### src/rtl/fp_add_arbiter.sv
// fp_add_arbiter
//
// Shares one pipelined floating-point adder between two requesters.
// A round-robin grant picks at most one operand pair per cycle. The pair is
// registered into the adder. The owner id then rides a tag pipeline whose
// depth matches the adder latency, so each packed result is returned to the
// requester that issued it.
//
// Parameters
//   W    unpacked operand width (sign, 8-bit exponent, 28-bit mantissa)
//   RW   packed result width (IEEE-754 single)
//   LAT  adder latency from add_valid_o to add_res_i, 1..8
//
// Ports
//   clk, rst_n                 clock, asynchronous active-low reset
//   hold                       blocks new grants; in-flight ops still retire
//   reqN_valid/ready/a/b       requester N operand handshake (ready is
//                              combinational)
//   add_valid_o/add_a_o/add_b_o registered operand pair into the adder
//   add_res_i                  adder result, valid LAT cycles after
//                              add_valid_o
//   resN_valid/resN_data       one-cycle result pulse for requester N; the
//                              data is held between pulses
//   busy                       an issue or any tag stage is still in flight
module fp_add_arbiter #(
   parameter int W   = 37,
   parameter int RW  = 32,
   parameter int LAT = 3
) (
   input  logic          clk,
   input  logic          rst_n,
   input  logic          hold,
   input  logic          req0_valid,
   output logic          req0_ready,
   input  logic [W-1:0]  req0_a,
   input  logic [W-1:0]  req0_b,
   input  logic          req1_valid,
   output logic          req1_ready,
   input  logic [W-1:0]  req1_a,
   input  logic [W-1:0]  req1_b,
   output logic          add_valid_o,
   output logic [W-1:0]  add_a_o,
   output logic [W-1:0]  add_b_o,
   input  logic [RW-1:0] add_res_i,
   output logic          res0_valid,
   output logic [RW-1:0] res0_data,
   output logic          res1_valid,
   output logic [RW-1:0] res1_data,
   output logic          busy
);

   // prio = 0 favours requester 0 when both are valid
   logic           prio;
   logic           gnt0;
   logic           gnt1;
   logic           contested;

   // Owner id of the operation currently sitting in the issue register
   logic           issue_id_p0;

   // Tag pipeline: stage LAT-1 lines up with add_res_i being valid
   logic [LAT-1:0] tag_vld_p;
   logic [LAT-1:0] tag_id_p;

   assign contested = req0_valid && req1_valid && !hold;

   always_comb begin
      gnt0 = 1'b0;
      gnt1 = 1'b0;
      if (!hold) begin
         if (req0_valid && req1_valid) begin
            gnt0 = !prio;
            gnt1 = prio;
         end else begin
            gnt0 = req0_valid;
            gnt1 = req1_valid;
         end
      end
   end

   assign req0_ready = gnt0;
   assign req1_ready = gnt1;

   // ---- stage p0: issue register into the adder ----
   always_ff @(posedge clk or negedge rst_n) begin
      if (!rst_n) begin
         add_valid_o <= 1'b0;
         add_a_o     <= '0;
         add_b_o     <= '0;
         issue_id_p0 <= 1'b0;
         prio        <= 1'b0;
      end else begin
         add_valid_o <= gnt0 || gnt1;
         issue_id_p0 <= gnt1;
         if (gnt0 || gnt1) begin
            add_a_o <= gnt1 ? req1_a : req0_a;
            add_b_o <= gnt1 ? req1_b : req0_b;
         end
         // Handing priority to the loser makes contested grants alternate
         if (contested) begin
            prio <= ~prio;
         end
      end
   end

   // ---- stages p1..pLAT: tag pipeline, advances every cycle ----
   always_ff @(posedge clk or negedge rst_n) begin
      if (!rst_n) begin
         tag_vld_p <= '0;
         tag_id_p  <= '0;
      end else begin
         tag_vld_p[0] <= add_valid_o;
         tag_id_p[0]  <= issue_id_p0;
         for (int i = 1; i < LAT; i++) begin
            tag_vld_p[i] <= tag_vld_p[i-1];
            tag_id_p[i]  <= tag_id_p[i-1];
         end
      end
   end

   // ---- retire stage: route the adder result to its owner ----
   always_ff @(posedge clk or negedge rst_n) begin
      if (!rst_n) begin
         res0_valid <= 1'b0;
         res1_valid <= 1'b0;
         res0_data  <= '0;
         res1_data  <= '0;
      end else begin
         res0_valid <= tag_vld_p[LAT-1] && !tag_id_p[LAT-1];
         res1_valid <= tag_vld_p[LAT-1] &&  tag_id_p[LAT-1];
         if (tag_vld_p[LAT-1]) begin
            if (tag_id_p[LAT-1]) begin
               res1_data <= add_res_i;
            end else begin
               res0_data <= add_res_i;
            end
         end
      end
   end

   assign busy = add_valid_o || (|tag_vld_p);

endmodule

### config.mk
export PLATFORM = sky130hd
export DESIGN_NAME = fp_add_arbiter
export DESIGN_NICKNAME = d
export VERILOG_FILES = /design/src/rtl/fp_add_arbiter.sv
export SDC_FILE = /design/constraint.sdc
export NUM_CORES = 1
export LEC_CHECK = 0
export ABC_CLOCK_PERIOD_IN_PS = 1410
export CAP_MARGIN = 10
export CORE_ASPECT_RATIO = 1.2
export CORE_MARGIN = 5
export CORE_UTILIZATION = 37
export CTS_CLUSTER_DIAMETER = 50
export DETAILED_ROUTE_END_ITERATION = 16
export HOLD_SLACK_MARGIN = 0.12
export PLACE_DENSITY = 0.88
export SYNTH_ARGS = -nofsm -noshare
export SYNTH_HDL_FRONTEND = slang
export SYNTH_SLANG_ARGS = --single-unit
### constraint.sdc
create_clock -name clk -period 1.41 [get_ports clk]
set_input_delay 0.282 -clock clk [delete_from_list [all_inputs] [get_ports clk]]
set_output_delay 0.282 -clock clk [all_outputs]
set_load 0.01 [all_outputs]
Word-level counts from Yosys, hierarchy flattened
Cells that the tools add are included.
{"block": "classes", "n_mux": 6, "n_reduce_logical": 12, "n_bitwise": 2}
{"operator": "$mux W37", "count": 2}
{"operator": "$logic_and A1 B1 Y1", "count": 4}
{"operator": "$mux W1", "count": 4}
{"operator": "$reduce_and A2 Y1", "count": 2}
{"operator": "$logic_not A1 Y1", "count": 3}
{"operator": "$reduce_or A3 Y1", "count": 1}
{"operator": "$logic_or A1 B1 Y1", "count": 2}
{"operator": "$not A1 Y1", "count": 2}
{"block": "word_totals", "regBits": 149, "out_inout_bits": 144, "elab_cells": 31}

Logic depth before layout (Yosys ltp)
{"block": "logic_depth", "depth_word": 4, "depth_mapped": 6}

Worst setup path after synthesis
Ideal clock, no wire load.
{"block": "synth_timing", "path_type": "flip-flop to flip-flop", "start": "register tag_id_p[2]", "end": "register res0_data[10]", "t_required_ps": 1282, "t_arrival_ps": 1216, "path_buffers": 2, "period_less_slack_ps": 1344, "slack_ps": 66, "stages_incl_launch_ff": 5, "setup_time_ps": 128, "cell_sequence": "dfrtp_1 nor2b_1 clkbuf_1 buf_2 mux2_1"}
{"block": "synth_between", "elab_chain_len": 2}
{"element": "start, declared", "line": "63", "text": "logic [LAT-1:0] tag_id_p;"}
{"element": "start signal, assigned by index", "line": "116", "text": "tag_id_p[i] <= tag_id_p[i-1];"}
{"element": "$not A1 Y1 (no source line)"}
{"element": "$reduce_and A2 Y1 (no source line)"}
{"element": "end signal, assigned", "line": "135", "text": "res0_data <= add_res_i;"}
{"element": "end, declared", "line": "46", "text": "output logic [RW-1:0] res0_data,"}
No other way between the ends.
A chain may end at the register's enable or synchronous reset.

Worst setup path after layout
{"block": "layout_timing", "start": "register prio", "end": "register add_a_o[6]"}
{"block": "layout_between", "elab_chain_len": 4}
{"element": "start, declared", "line": "53", "text": "logic prio;"}
{"element": "start signal, assigned", "line": "101", "text": "prio <= ~prio;"}
{"element": "$logic_not A1 Y1", "line": "72", "text": "gnt0 = !prio;"}
{"element": "$mux W1", "line": "71", "text": "if (req0_valid && req1_valid) begin"}
{"element": "$mux W1", "line": "70", "text": "if (!hold) begin"}
{"element": "$logic_or A1 B1 Y1", "line": "95", "text": "if (gnt0 || gnt1) begin"}
{"element": "end signal, assigned", "line": "96", "text": "add_a_o <= gnt1 ? req1_a : req0_a;"}
{"element": "end, declared", "line": "42", "text": "output logic [W-1:0] add_a_o,"}
Parallel ways exist; a longest one is shown, timed or not.

==> flow_summary.json <==
{
  "status": "complete, but fails checks",
  "violations": "negative setup slack",
  "synth_area_leader_cell": "dfrtp_1",
  "synthArstFlopShare_pct": 100,
  "power_frac_clock_pct": 27.5,
  "io_buffers": 328,
  "hold_violations": 0,
  "maxSlewHeadroom_pct": 74.5,
  "grt_max_degree": 69,
  "multi_input_comb_area_mm2": 0.00275,
  "root_buffer": "clkbuf_16",
  "switching_share_pct": 32.1,
  "maxSlewViolCount": 0,
  "synth_top_area_share_pct": 56.0,
  "via_count": 6248,
  "grt_overflow": 0,
  "clockBufferDepth": 2,
  "syn-num-nets": 762,
  "critPathLaunch": "prio",
  "drt_iter0_markers": 308,
  "crit_path_cell_trace": "nor2b_4 -> buf_6 -> buf_12 -> buf_4 -> buf_8 -> buf_16 -> or3b_4 -> a31oi_4",
  "route.detailed.drc": 0,
  "drive_gt1_share_pct": 16.5,
  "initial_utilization_pct": 37.9,
  "n_antenna_cell": 0,
  "syn_inst": 577,
  "yosys-top-cells-count": "dfrtp_1, nor2_1, a31oi_1, or3b_1, o21ai_0",
  "place_hpwl_um": 15600,
  "nets": 1130,
  "postLayoutCoreUtil_pct": 66.9,
  "crit_family": "buffers and inverters",
  "insertion_delay_ps": 420,
  "synth.most_common_cell": "dfrtp_1",
  "viasPerCell": 5.30,
  "wl_per_cell_um": 20.7,
  "switching_power_uw": 5210,
  "min_period_ps": 1740,
  "num_rows": 53,
  "syn_area_per_cell_um2": 11.5,
  "cp_slowest_cell": "dfrtp_1",
  "yosys_warnings": 0,
  "ys_ff_latch": 149,
  "critPathMaxStageDelay_ps": 420,
  "clk_pin_slew_ps": 70,
  "post-route-period-util_pct": 123,
  "antenna_found_initial": 1,
  "numCtsBuffers": 17,
  "max-cap-violations": 0,
  "clock.fmax_ghz": 0.575,
  "pwr-share-comb_pct": 37.6,
  "synth_area_mm2": 0.00665,
  "crit_buf_inv": 5,
  "cp-end-kind": "register",
  "yosysUniqueCellTypes": 22,
  "skew_ps": 9.96,
  "holdWs_ps": 343,
  "synth_edf_count": 0,
  "htreeDepth": 4,
  "cts_tree": "done",
  "dieArea_mm2": 0.0208,
  "p_int_uw": 11000,
  "rsz0062_at_grt": "yes",
  "grt_pass1_wl_um": 36400,
  "pwr-share-seq_pct": 34.9,
  "hold_start": "req1_valid",
  "grt_usage_pct": 22.5,
  "antenna_left": 0,
  "ios": 329,
  "setup_slack_ps": -329,
  "gp_congestion": 0.797,
  "drtPass1Iterations": 5,
  "die_y_um": 157,
  "die-width_um": 132,
  "crit_fanout": 4,
  "syn_to_final_growth_pct": 76.8,
  "grt_pass1_vias": 6340,
  "arrival_ps": 2080,
  "required_ps": 1750,
  "final_area_mm2": 0.0118,
  "hold_class": "primary input to register",
  "seq_area_mm2": 0.00373,
  "yosysSeqAreaShare_pct": 56.0,
  "routed_wl_um": 24400,
  "reg2reg_from": "prio",
  "postPlaceCellArea_mm2": 0.0103,
  "tightest_slew_ps": 383,
  "core_area_mm2": 0.0176,
  "ir_worst_vdd_v": 0.000771,
  "p_leak_uw": 0.00486,
  "ys_top_cells_by_area": "dfrtp_1, mux2_1, or3b_1, a31oi_1, o21ai_0",
  "synthFlopType": "dfrtp_1",
  "finalSetupViolCount": 77,
  "fillerInstances": 1261,
  "cts_sinks": 149,
  "power.density_mw_per_mm2": 1380,
  "critPathLaunchType": "register",
  "crit_type": "register to register"
}
flip-flops by register name, summed over array words and instances (netlist names):
name         cells
add_a_o         37
add_b_o         37
add_valid_o      1
issue_id_p0      1
prio             1
res0_data       32
res0_valid       1
res1_data       32
res1_valid       1
tag_id_p         3
tag_vld_p        3
per-stage QoR:
step	setup TNS [ps]	power, uW	setup WS (ps)	instances
CTS	-12730	16100	-347	1175
floorplan	0	7520	66.2	577
finish	-13970	16200	-329	1178
detailed placement	-34860	10500	-669	1101
global route	-17510	17000	-400	1178
global placement	-31990	10300	-659	1101
kinds of logic (layout without fill, tap and decap cells):
| group | after synthesis | after routing | share of synthesized area (%) |
|---|---|---|---|
| buffers and inverters | 57 | 438 | 5.38 |
| XOR/XNOR | 1 | 1 | 0.132 |
| AO/OA/AOI/OAI | 150 | 150 | 12.8 |
| multiplexers | 64 | 64 | 10.8 |
| AND/OR/NAND/NOR | 156 | 156 | 14.9 |
| flip-flops | 149 | 149 | 56.0 |
repair_timing:
action | 4_1_cts | 5_1_grt
hold buffers | 1 | 0
pin swaps | 135 | 61
gates cloned | 19 | 2
resized for setup | 282 | 106
hold endpoints to repair | 73 | 0
setup buffers | 24 | 10
setup endpoints to repair | 213 | 139
power groups by stage:
| stage | Clock [uW] | Sequential, uW | Combinational (uW) |
|---|---|---|---|
| final | 4470 | 5660 | 6110 |
| after global placement | 0 | 5700 | 4630 |
| after floorplan | 0 | 6120 | 1400 |
| after global routing | 4730 | 5760 | 6460 |
| after CTS | 4550 | 5640 | 5940 |
| after detailed placement | 0 | 5750 | 4730 |
layout by cell type, fill, tap and decap left out:
master,instances
clkdlybuf4s15_1,78
xnor2_1,1
clkinvlp_4,3
dlygate4sd3_1,1
nand2b_4,1
inv_8,6
or3b_4,7
buf_12,20
nor2_4,1
a31oi_4,3
buf_2,3
nand2_1,1
or4_4,1
buf_4,24
o21ai_1,29
buf_16,15
inv_6,4
nand2b_1,1
nor2_1,74
inv_1,1
o21ai_0,23
or3b_1,67
buf_8,7
dlygate4sd2_1,59
o21ba_4,1
clkbuf_2,5
nor2b_4,2
clkdlybuf4s50_1,180
clkdlybuf4s15_2,1
mux2_1,64
dfrtp_1,149
nand3b_1,1
clkinv_8,2
o21ai_2,22
clkbuf_16,19
a31oi_1,71
a21oi_4,1
buf_6,10
tightest hold or removal path, stage by stage:
cell	delay, ps
dlygate4sd2_1	270
nand2b_4	120
nor2_4	50
final cells by class:
class	instances	area share, %
Clock inverter	15	1.34
Inverter	1	0.0319
Multi-Input combinational cell	371	23.4
Tap cell	220	2.34
Sequential cell	149	31.7
Timing Repair Buffer	405	37.6
Clock buffer	17	3.62
worst paths after layout:
| check | to | slack, ps | cells after the start |
|---|---|---|---|
| max | add_a_o[6] | -330 | 8 |
| max in group asynchronous | add_a_o[31] | 480 | 3 |
| min in group asynchronous | res1_data[30] | 350 | 2 |
| min | issue_id_p0 | 340 | 3 |
| min reg2reg | tag_id_p[2] | 340 | 0 |
| max reg2reg | add_a_o[6] | -330 | 8 |
metal layers:
metal,vias up,track usage [%],routed length [um]
li1,2848,-,-
met1,2996,25.8,9350
met2,324,38.8,12300
met3,78,5.82,1680
met4,2,11.6,1120
met5,-,0,13
Power figures use the tool's default switching activity.
